`src/rtl/fifo_shadow_queue.sv`:
```
// Shadow copy of the observed FIFO's storage: a circular buffer whose head
// word is what the observed FIFO must return on its next accepted read.
module fifo_shadow_queue #(
    parameter int DATA_WIDTH = 16,
    parameter int DEPTH      = 8
) (
    input  logic                  clk,
    input  logic                  rst,
    input  logic                  clear,
    input  logic                  push,
    input  logic                  pop,
    input  logic [DATA_WIDTH-1:0] push_data,
    output logic [DATA_WIDTH-1:0] head_data
);

    localparam int PTR_W = $clog2(DEPTH);

    logic [PTR_W-1:0]      wr_ptr;
    logic [PTR_W-1:0]      rd_ptr;
    logic [DATA_WIDTH-1:0] mem [DEPTH];

    // Pointers wrap at DEPTH-1 so non-power-of-two depths work.
    function automatic logic [PTR_W-1:0] next_ptr(input logic [PTR_W-1:0] ptr);
        return (ptr == PTR_W'(DEPTH - 1)) ? '0 : ptr + PTR_W'(1);
    endfunction

    // Pointer update; clear restarts the queue when the checker re-arms.
    always_ff @(posedge clk) begin
        // NOTE: sequential state uses <= so every register samples pre-edge values.
        if (rst || clear) begin
            wr_ptr <= '0;
            rd_ptr <= '0;
        end else begin
            if (push) wr_ptr <= next_ptr(wr_ptr);
            if (pop)  rd_ptr <= next_ptr(rd_ptr);
        end
    end

    // Storage write.
    // NOTE: storage is not reset; occupancy and pointers define which words are valid.
    always_ff @(posedge clk) begin
        if (push) mem[wr_ptr] <= push_data;
    end

    assign head_data = mem[rd_ptr];

endmodule

```
`config.mk`:
```
export PLATFORM = sky130hd
export DESIGN_NAME = fifo_shadow_queue
export DESIGN_NICKNAME = d
export VERILOG_FILES = /design/src/rtl/fifo_shadow_queue.sv
export SDC_FILE = /design/constraint.sdc
export NUM_CORES = 1
export LEC_CHECK = 0
export CORE_ASPECT_RATIO = 1.1
export CORE_UTILIZATION = 36
export CTS_CLUSTER_DIAMETER = 100
export DETAILED_ROUTE_END_ITERATION = 8
export GPL_TIMING_DRIVEN = 0
export PLACE_DENSITY_LB_ADDON = 0.05
export SYNTH_ARGS = -nofsm -noshare
export SYNTH_HDL_FRONTEND = slang
export SYNTH_SLANG_ARGS = --single-unit
```
`constraint.sdc`:
```
create_clock -name clk -period 2.4 [get_ports clk]
set_input_delay 0.36 -clock clk [delete_from_list [all_inputs] [get_ports clk]]
set_output_delay 0.36 -clock clk [all_outputs]
set_load 0.02 [all_outputs]
```
# Word-level counts from Yosys, hierarchy flattened
# Memory sizes are Yosys's and may differ from the RTL's. A register that Yosys moved wholly into a read port is not among the register bits.
# Cells that the tools add are included.
[classes]
n_addsub = 2
n_mux = 6
eq_ne = 2
n_reduce_logical = 1
[ops]
columns = ["cell", "n"]
rows = [
  ["3-bit two-way mux", 4],
  ["3-bit by 1-bit adder with 3-bit output, second input constant", 2],
  ["3-bit equality test, second input constant", 2],
  ["1-bit two-way mux", 2],
  ["1-bit logical OR", 1],
]
[totals]
ramBits = 128
elab_cells = 14
output_inout_bits = 16
regBits = 6
in_bits = 21
mem_count = 1
[mem_list]
columns = ["memory", "words", "width", "rd", "rd_clocked_by_memory_dff", "write_ports", "line", "source"]
rows = [
  ["mem", 8, 16, 1, 1, 1, "20", "logic [DATA_WIDTH-1:0] mem [DEPTH];"],
]

# Depth between registers and ports, before layout
# Gate-level depths: netlist of the first run.
[depth]
word_depth = 4
mapped_depth = 4
ltp_nobuf = 4

# Worst setup path after synthesis of the first run
# No wires, ideal clock.
[synth_path]
path_type = "reg2reg"
start = "reg wr_ptr[0]"
end = "mem mem[0][0] (enable)"
path_buffers = 0
path_slack_ps = 349
arrival_time_ps = 1641
t_required_ps = 1991
stages_incl_launch_ff = 3
synth_period_minus_slack_ps = 2051
setup_ps = 409
path_cell_list = "dfxtp_1 nand2b_1 nor3_1"
[synth_rtl]
columns = ["item", "line", "source"]
rows = [
  ["start, declared", "18", "logic [PTR_W-1:0] wr_ptr;"],
  ["start signal, assigned", "34", "if (push) wr_ptr <= next_ptr(wr_ptr);"],
  ["end, declared", "20", ""],
]
# No word-level cell before the write port.

==> impl_metrics.csv, run 1 <==
group,metric,value,unit
run_status,outcome,"finished, final reports clean",
run,cap_violations,0,
clock_network,clkLatencyLatePin,0.41,ns
power,clkPwrFrac,51.1,%
critical_path,required,2.04,ns
placement,dp_cells,465,
timing,rsz0062_at_grt,"yes",
route,drt_iter0_markers,138,
critical_path,slowest_delay,0.55,ns
power,power_switching,1.08,mW
yosys,synth_top_area_share,72.4,%
power,pwr-share-comb,5.0,%
critical_path,arrival,2.01,ns
critical_path,slowest_stage,"mux4_1",
global_route,grt_pass1_vias,2586,
global_route,antenna_found_initial,0,
yosys,yosys-top-cells-area,"edfxtp_1 (72%), mux4_1 (14%), dfxtp_1 (3.4%)",
placement,gp_congestion,0.621,
power,power,6.03,mW
layout,nets,325,
yosys,yosysSeqAreaShare,75.8,%
power,swShare,17.9,%
critical_path,cp_num_buf_inv,3,
floorplanning,fp.coreArea,14400,um^2
layout,final_cells,505,
power,p_seq_share,43.9,%
route,ant_nets,0,
yosys,synth_area_leader_cell,"edfxtp_1",
route,routedWlPerCell,21.6,um
yosys,ys.flop_type,"edfxtp_1",
layout,antenna_cells,0,
timing,min_period,2.37,ns
yosys,synthesis.instances,227,
critical_path,ff2ff_path_depth,3,
timing,fmax,0.421,GHz
yosys,synth_warnings,0,
timing,final-hold-violation-count,0,
clock_network,htree_levels,4,
global_route,grt_max_degree,17,
power,static-leakage-power,2.32,nW
global_route,grt_pass1_wl,16400,um
critical_path,startpoint_type,"register",
critical_path,cp_max_fo,8,
critical_path,r2r_start,"wr_ptr[1]$_SDFFE_PP0P_",
critical_path,critPathKind,"reg -> out",
layout,drive_above_1_share,39.3,%
critical_path,cp-end-kind,"primary output",
critical_path,ff2ff_setup_slack,0.73,ns
critical_path,crit_chain,"buf_12 -> clkbuf_16 -> mux4_1 -> mux2_2 -> buf_6",
floorplanning,start_util,36.9,%
critical_path,reg2reg_to,"mem[2][7]$_DFFE_PP_",
yosys,synth_cell_type_count,18,
global_route,overflow,0,
power,max-vdd-ir-drop,0.000482,V
yosys,synth_seq_cells,137,
floorplanning,die_w,118,um
route,wl,10900,um
yosys,yosysMostFrequentCell,"edfxtp_1",
critical_path,critical_path.top_delay_family,"multiplexers",
route,drc,0,
placement,port_buffers,36,
layout,final_core_util,47.8,%
timing,fin_skew,0.00424,ns
hold_path,min_from,"rd_ptr[0]$_SDFFE_PP0P_",
yosys,synthTopCellsByCount,"edfxtp_1 (128), mux4_1 (28), mux2_2 (16), nor2_1 (10), dfxtp_1 (9)",
yosys,synthArstFlopShare,0,%
power,p_int,4.95,mW
clock_network,cts_buffer_depth,2,
yosys,syn_nets,252,
floorplanning,rows,46,
clock_network,root_buffer,"clkbuf_16",
timing,fin_crit_sh,98.9,%
route,routed_via_density,4.90,
global_route,grt_usage,15.6,%
timing,maxSlewHeadroom,52.6,%
floorplanning,io_pins,37,
placement,hpwlAfterDp,6590,um
timing,setup_viol,0,
timing,fin_setup_tns,0,ns
yosys,avgSynthCellArea,23.4,um^2
placement,placed_cell_area,6080,um^2
layout,final_area,6880,um^2
route,drt_pass1_iterations,4,
timing,worst_pin_slew,0.708,ns
clock_network,cts_tree,"yes",
clock_network,clock-sinks,137,
clock_network,clk_pin_slew,0.05,ns
hold_path,min_path_cells,2,
clock_network,cts.hold.buffers_added,0,
route,via_count,2476,
hold_path,min_path_type,"reg -> reg",
floorplanning,fp.dieH,129,um
yosys,synth-edff-count,128,
power,powerDensity,876,nW/um^2
timing,slew_viol_final,0,
clock_network,cts_buffers,17,
floorplanning,fp.dieArea,15200,um^2
yosys,syn-cell-area,5310,um^2
layout,area_growth,29.6,%
==> registers in the layout (all words and copies together) (netlist names), named ones only <==
name    flops
mem       128
rd_ptr      3
wr_ptr      3
==> power by group through the flow <==
stage / registers, mW / logic [mW] / clock network (mW)
final: 2.65 / 0.300 / 3.08
after global routing: 2.65 / 0.322 / 3.24
after floorplan: 2.70 / 0.131 / 0
after global placement: 2.70 / 0.258 / 0
after detailed placement: 2.70 / 0.272 / 0
after CTS: 2.65 / 0.297 / 3.12
==> layer usage <==
| metal | track usage [%] | vias to the layer above | wire, um |
|---|---|---|---|
| li1 | - | 1102 | - |
| met1 | 21.4 | 1315 | 5330 |
| met2 | 24.2 | 50 | 5100 |
| met3 | 3.70 | 9 | 332 |
| met4 | 6.11 | 0 | 130 |
| met5 | 0 | - | 0 |
==> worst max path at each step <==
stage	slack [ns]	depth (start not counted)	startpoint	end
2_1_floorplan	0.35	2	wr_ptr[0]$_SDFFE_PP0P_	mem[0][0]$_DFFE_PP_
3_3_place_gp	-1.66	3	push	mem[1][5]$_DFFE_PP_
5_1_grt	-0.04	5	register	head_data[10]
4_1_cts	-0.08	6	register	head_data[6]
3_5_place_dp	-0.34	4	register	head_data[1]
6_report	0.03	5	register	head_data[8]
==> worst register-to-register path, stage by stage (launching register included) <==
cell and delay, ns:
dfxtp_1 0.46, nand2b_1 0.14, nor2_2 0.53, buf_8 0.24
==> logic make-up after synthesis <==
logic type	after synthesis	synth area share, %
adders and majority gates	4	0.943
and+or+nand+nor	22	2.07
AOI/OAI and AO/OA	2	0.189
DFF	137	75.8
buffers and inverters	10	1.30
muxes	52	19.7
==> per-stage QoR <==
step	worst slack, ns	hold slack [ns]
2_1_floorplan	0.349	0.459
3_3_place_gp	-1.66	0.498
3_5_place_dp	-0.341	0.508
4_1_cts	-0.0804	0.514
5_1_grt	-0.0353	0.557
6_report	0.0256	0.513
==> layout by cell type (no fill, tap or decap), types with 2 or more instances in the layout <==
cell               n
mux2_2             6
clkbuf_16         18
nor2_1             4
clkinv_2           3
mux2_4            10
bufinv_16          8
dfxtp_1            8
nand2_1            2
buf_8              6
mux4_2            22
buf_12             4
edfxtp_1         128
or3b_2             2
buf_6             16
a21oi_1            2
mux2i_1            4
nor3_2             2
clkdlybuf4s50_1   20
buf_4              7
buf_2              6
nor2_2             6
clkbuf_1           2
nand2b_1           5
mux4_1            10
ha_1               4
==> repair_timing <==
item                       in CTS  in global routing
setup buffers                   6                  2
setup endpoints to repair      16                 14
cloned                          2                  1
gates resized for setup       117                 22
==> layout make-up <==
type | instances | area (um^2)
Timing Repair Buffer | 54 | 583
Clock inverter | 14 | 275
Buffer | 10 | 119
Tap cell | 192 | 240
Fill cell | 1235 | 7510
Clock buffer | 18 | 429
Sequential cell | 137 | 4030
Multi-Input combinational cell | 80 | 1210
No activity file was read; power rests on OpenSTA's default activity.
==> inputs of run 2 (changes only) <==
--- a/config.mk
+++ b/config.mk
@@ -11,6 +11,7 @@
 export DETAILED_ROUTE_END_ITERATION = 8
 export GPL_TIMING_DRIVEN = 0
 export PLACE_DENSITY_LB_ADDON = 0.05
+export SETUP_SLACK_MARGIN = 0.4
 export SYNTH_ARGS = -nofsm -noshare
 export SYNTH_HDL_FRONTEND = slang
 export SYNTH_SLANG_ARGS = --single-unit
==> impl_metrics.csv, run 2 (synthesized netlist as in run 1, its figures left out) <==
group,metric,value,unit
critical_path,slowest_stage,"mux4_2",
timing,final-hold-violation-count,0,
global_route,grt_usage,15.2,%
timing,rsz0062_at_grt,"yes",
critical_path,reg2reg_to,"mem[4][4]$_DFFE_PP_",
placement,placed_cell_area,6120,um^2
hold_path,min_path_type,"reg -> reg",
global_route,overflow,0,
global_route,grt_max_degree,17,
critical_path,slowest_delay,0.51,ns
global_route,antenna_found_initial,0,
timing,fmax,0.418,GHz
critical_path,critical_path.top_delay_family,"multiplexers",
layout,final_common_cell,"edfxtp_1",
timing,min_period,2.39,ns
run,cap_violations,0,
route,via_count,2452,
placement,gp_congestion,0.662,
critical_path,r2r_start,"wr_ptr[2]$_SDFFE_PP0P_",
critical_path,crit_top_cell,"buf_12",
timing,fin_crit_sh,99.7,%
layout,nets,324,
clock_network,cts_tree,"yes",
power,static-leakage-power,2.30,nW
power,max-vdd-ir-drop,0.000400,V
layout,largest_register,"mem",
timing,setup_viol,0,
hold_path,min_from,"rd_ptr[0]$_SDFFE_PP0P_",
critical_path,crit_chain,"buf_12 -> buf_12 -> buf_16 -> mux4_2 -> mux2_4 -> buf_6",
power,power,5.49,mW
clock_network,cts.hold.buffers_added,0,
timing,holdWs,0.506,ns
floorplanning,fp.dieH,129,um
floorplanning,fp.dieArea,15200,um^2
hold_path,min_path_cells,2,
layout,reg_top3,"mem x128, rd_ptr x3, wr_ptr x3",
route,drt_iter0_markers,143,
power,powerDensity,796,nW/um^2
timing,worst_pin_slew,0.652,ns
layout,largest_reg_flops,128,
global_route,grt_pass1_wl,16000,um
placement,hpwlAfterDp,6270,um
timing,maxSlewHeadroom,56.5,%
floorplanning,start_util,36.9,%
floorplanning,rows,46,
critical_path,arrival,2.03,ns
run_status,outcome,"finished, final reports clean",
timing,fin_skew,0.00258,ns
global_route,grt_pass1_vias,2654,
clock_network,cts_buffer_depth,2,
route,routed_via_density,4.87,
critical_path,critPathKind,"reg -> out",
clock_network,htree_levels,4,
floorplanning,fp.coreArea,14400,um^2
placement,port_buffers,36,
clock_network,clock-sinks,137,
route,ant_nets,0,
layout,antenna_cells,0,
critical_path,required,2.04,ns
layout,final_cell_mix,"edfxtp_1 (128), mux4_2 (25), clkdlybuf4s50_1 (20), clkbuf_16 (17), buf_6 (17)",
route,routedWlPerCell,20.8,um
clock_network,root_buffer,"clkbuf_16",
critical_path,ff2ff_setup_slack,0.63,ns
layout,area_growth,30.0,%
floorplanning,io_pins,37,
layout,drive_above_1_share,38.8,%
route,drc,0,
critical_path,cp-end-kind,"primary output",
critical_path,cp_num_buf_inv,4,
route,drt_pass1_iterations,4,
clock_network,clkLatencyLatePin,0.41,ns
critical_path,ff2ff_path_depth,3,
floorplanning,die_w,118,um
critical_path,cp_max_fo,6,
clock_network,cts_buffers,17,
clock_network,clk_pin_slew,0.05,ns
critical_path,startpoint_type,"register",
route,wl,10500,um
timing,slew_viol_final,0,
layout,final_area,6900,um^2
## run 2: cell count changes in the layout (fill, tap and decap cells not counted), moves of 3 or more
cell | previous run | this run
mux2_4 | 10 | 13
buf_4 | 7 | 3
mux4_1 | 10 | 7
mux4_2 | 22 | 25
bufinv_16 | 8 | 3
clkinv_2 | 3 | 6
buf_16 | 1 | 7
buf_12 | 4 | 8
mux2_2 | 6 | 3
buf_2 | 6 | 2
## run 2: timing repair
item	CTS	global route
endpoints found under the setup margin	16	16
setup buffers	6	0
resized for setup	149	2
pin swaps	0	0
gates cloned	3	0
## run 2: per-layer routing
layer  global-route usage [%]  wire, um  share of wire, %  vias to the layer above
met3                     4.27       382               3.6                       13
met4                     7.24       153               1.5                        0
li1                         -         -                 -                     1101
met2                     24.1      5170                49                       52
met1                     19.4      4770                46                     1286
met5                        0         0                 0                        -
## run 2: power by group
| group | internal [mW] | total, mW | switching, mW |
|---|---|---|---|
| registers | 2.64 | 2.65 | 0.00865 |
| logic | 0.192 | 0.335 | 0.143 |
| clock network | 1.61 | 2.51 | 0.899 |
| total | 4.44 | 5.49 | 1.05 |
## run 2: final cells by class
type / instances / area (um^2)
Fill cell: 1262 / 7490
Sequential cell: 137 / 4030
Multi-Input combinational cell: 80 / 1220
Timing Repair Buffer: 53 / 732
Clock buffer: 20 / 437
Tap cell: 192 / 240
Clock inverter: 12 / 131
Buffer: 10 / 114
## run 2: how the worst max path moves through the flow
stage | from | to | slack [ns] | cells past startpoint
5_1_grt | register | head_data[3] | -0.07 | 6
3_3_place_gp | push | mem[3][8]$_DFFE_PP_ | -0.66 | 3
2_1_floorplan | register | head_data[1] | 0.62 | 4
4_1_cts | register | head_data[3] | -0.03 | 6
3_5_place_dp | register | head_data[3] | -0.32 | 4
6_report | register | head_data[3] | 0.006 | 6
## run 2: worst min-delay path, cell delays in order, from the launching register on
cell      delay (ns)
dfxtp_1         0.32
nand2b_1        0.07
a21oi_1         0.07
## run 2: through the flow
stage                     std cells  setup WS, ns  setup TNS (ns)  utilization [%]
after floorplan                 227         0.620               0                -
after global placement          455        -0.662          -77.15             41.1
after detailed placement        463        -0.325           -4.24             42.5
after CTS                       504       -0.0301          -0.195             48.0
after global routing            504       -0.0694          -0.674             48.0
final                           504       0.00617               0             48.0
==> inputs of run 3 (changes only) <==
--- a/config.mk
+++ b/config.mk
@@ -10,7 +10,7 @@
 export CTS_CLUSTER_DIAMETER = 100
 export DETAILED_ROUTE_END_ITERATION = 8
 export GPL_TIMING_DRIVEN = 0
-export PLACE_DENSITY_LB_ADDON = 0.05
+export PLACE_DENSITY = 0.49
 export SETUP_SLACK_MARGIN = 0.4
 export SYNTH_ARGS = -nofsm -noshare
 export SYNTH_HDL_FRONTEND = slang
==> impl_metrics.csv, run 3 (synthesized netlist as in run 1, its figures left out) <==
group,metric,value,unit
floorplanning,fp.dieH,129,um
global_route,use_met2,24.3,%
global_route,use_met1,20.4,%
timing,fmax,0.414,GHz
power,powerDensity,830,nW/um^2
timing,min_period,2.41,ns
clock_network,htree_levels,4,
run_status,outcome,"finished with violations",
clock_network,root_buffer,"clkbuf_16",
route,drt_iter0_markers,190,
placement,pre_cts_slack,-0.284,ns
route,routedWlPerCell,21.0,um
critical_path,cp_num_buf_inv,4,
critical_path,crit_top_cell,"buf_12",
global_route,antenna_found_initial,0,
timing,fin_crit_sh,101,%
global_route,grt_pass1_vias,2614,
critical_path,ff2ff_setup_slack,0.61,ns
timing,fin_setup_tns,-0.0200,ns
power,static-leakage-power,2.32,nW
layout,area_growth,30.8,%
critical_path,critPathKind,"reg -> out",
global_route,overflow,0,
clock_network,clk_pin_slew,0.05,ns
global_route,grt_max_degree,17,
critical_path,crit_chain,"buf_12 -> buf_12 -> buf_16 -> mux4_1 -> mux2_4 -> buf_6",
clock_network,clkLatencyLatePin,0.41,ns
clock_network,cts_tree,"yes",
global_route,grt_usage,15.3,%
timing,worst_pin_slew,0.679,ns
floorplanning,fp.dieArea,15200,um^2
critical_path,arrival,2.05,ns
critical_path,startpoint_type,"register",
critical_path,cp-end-kind,"primary output",
timing,maxSlewHeadroom,54.7,%
run,cap_violations,0,
clock_network,clock-sinks,137,
critical_path,slowest_delay,0.54,ns
route,routed_via_density,4.86,
power,max-vdd-ir-drop,0.000497,V
route,wl,10600,um
placement,hpwlAfterDp,6450,um
timing,slew_viol_final,0,
layout,drive_above_1_share,39.7,%
timing,holdWs,0.512,ns
critical_path,slowest_stage,"mux4_1",
layout,largest_reg_flops,128,
route,drc,0,
layout,antenna_cells,0,
global_route,grt_util_met3,3.92,%
clock_network,cts_buffers,17,
placement,gp_congestion,0.608,
timing,final-hold-violation-count,0,
global_route,gr-max-usage-layer,"met2",
layout,largest_register,"mem",
layout,nets,325,
timing,setup_viol,2,
global_route,grt_pass1_wl,16300,um
layout,final_area,6940,um^2
route,ant_nets,0,
route,via_count,2451,
layout,final_core_util,48.2,%
floorplanning,fp.coreArea,14400,um^2
floorplanning,io_pins,37,
timing,fin_skew,0.00694,ns
clock_network,cts_buffer_depth,2,
timing,rsz0062_at_grt,"yes",
floorplanning,rows,46,
clock_network,cts.hold.buffers_added,0,
layout,reg_top3,"mem x128, rd_ptr x3, wr_ptr x3",
route,drt_pass1_iterations,4,
placement,placed_cell_area,6090,um^2
critical_path,required,2.04,ns
run_status,failed_checks,"setup timing",
floorplanning,start_util,36.9,%
placement,port_buffers,36,
critical_path,cp_max_fo,6,
timing,setup_ws,-0.0149,ns
critical_path,critical_path.top_delay_family,"multiplexers",
floorplanning,die_w,118,um
hold_path,min_path_type,"reg -> reg",
layout,final_common_cell,"edfxtp_1",
layout,final_cell_mix,"edfxtp_1 (128), mux4_2 (23), clkdlybuf4s50_1 (20), buf_6 (18), clkbuf_16 (17)",
-- run 3: power breakdown --
| group | internal [mW] | switching (mW) |
|---|---|---|
| Combinational | 0.191 | 0.143 |
| Sequential | 2.64 | 0.00884 |
| Clock | 1.83 | 0.949 |
-- run 3: worst reg2reg max path, cell delays in order, from the launching register on --
cell     delay (ns)
dfxtp_1        0.53
nand2_1        0.16
nor2_2         0.57
buf_8          0.23
-- run 3: per-layer routing --
metal / wire (um) / vias up / part of all wire [%]
met5: 0 / - / 0
met4: 126 / 0 / 1.2
met3: 293 / 9 / 2.8
met2: 5280 / 45 / 50
met1: 4900 / 1294 / 46
li1: - / 1103 / -
-- run 3: final timing paths --
kind,from,endpoint,depth (start not counted)
hold / removal,rd_ptr[0]$_SDFFE_PP0P_,register,2
hold reg to reg,rd_ptr[0]$_SDFFE_PP0P_,register,2
setup reg to reg,wr_ptr[2]$_SDFFE_PP0P_,mem[6][7]$_DFFE_PP_,3
setup / recovery,register,head_data[11],6
-- run 3: cell type report --
cell class / instances / area, um^2
clock inverters: 13 / 203
fillers: 1224 / 7450
well taps: 192 / 240
plain buffers: 10 / 114
flip-flops and latches: 137 / 4030
repair buffers: 54 / 711
clock buffers: 18 / 429
multi-input cells: 80 / 1220
-- run 3: timing repair --
action / CTS / global route
setup buffers: 7 / 0
resized for setup: 146 / 2
setup endpoints to repair: 16 / 16
gates cloned: 3 / 0
pin swaps: 0 / 0
-- run 3: stage by stage --
step                cells  power (mW)
CTS                   504        5.82
detailed placement    463        2.98
floorplan             227        2.83
finish                504        5.76
global placement      455        2.96
global route          504        5.93
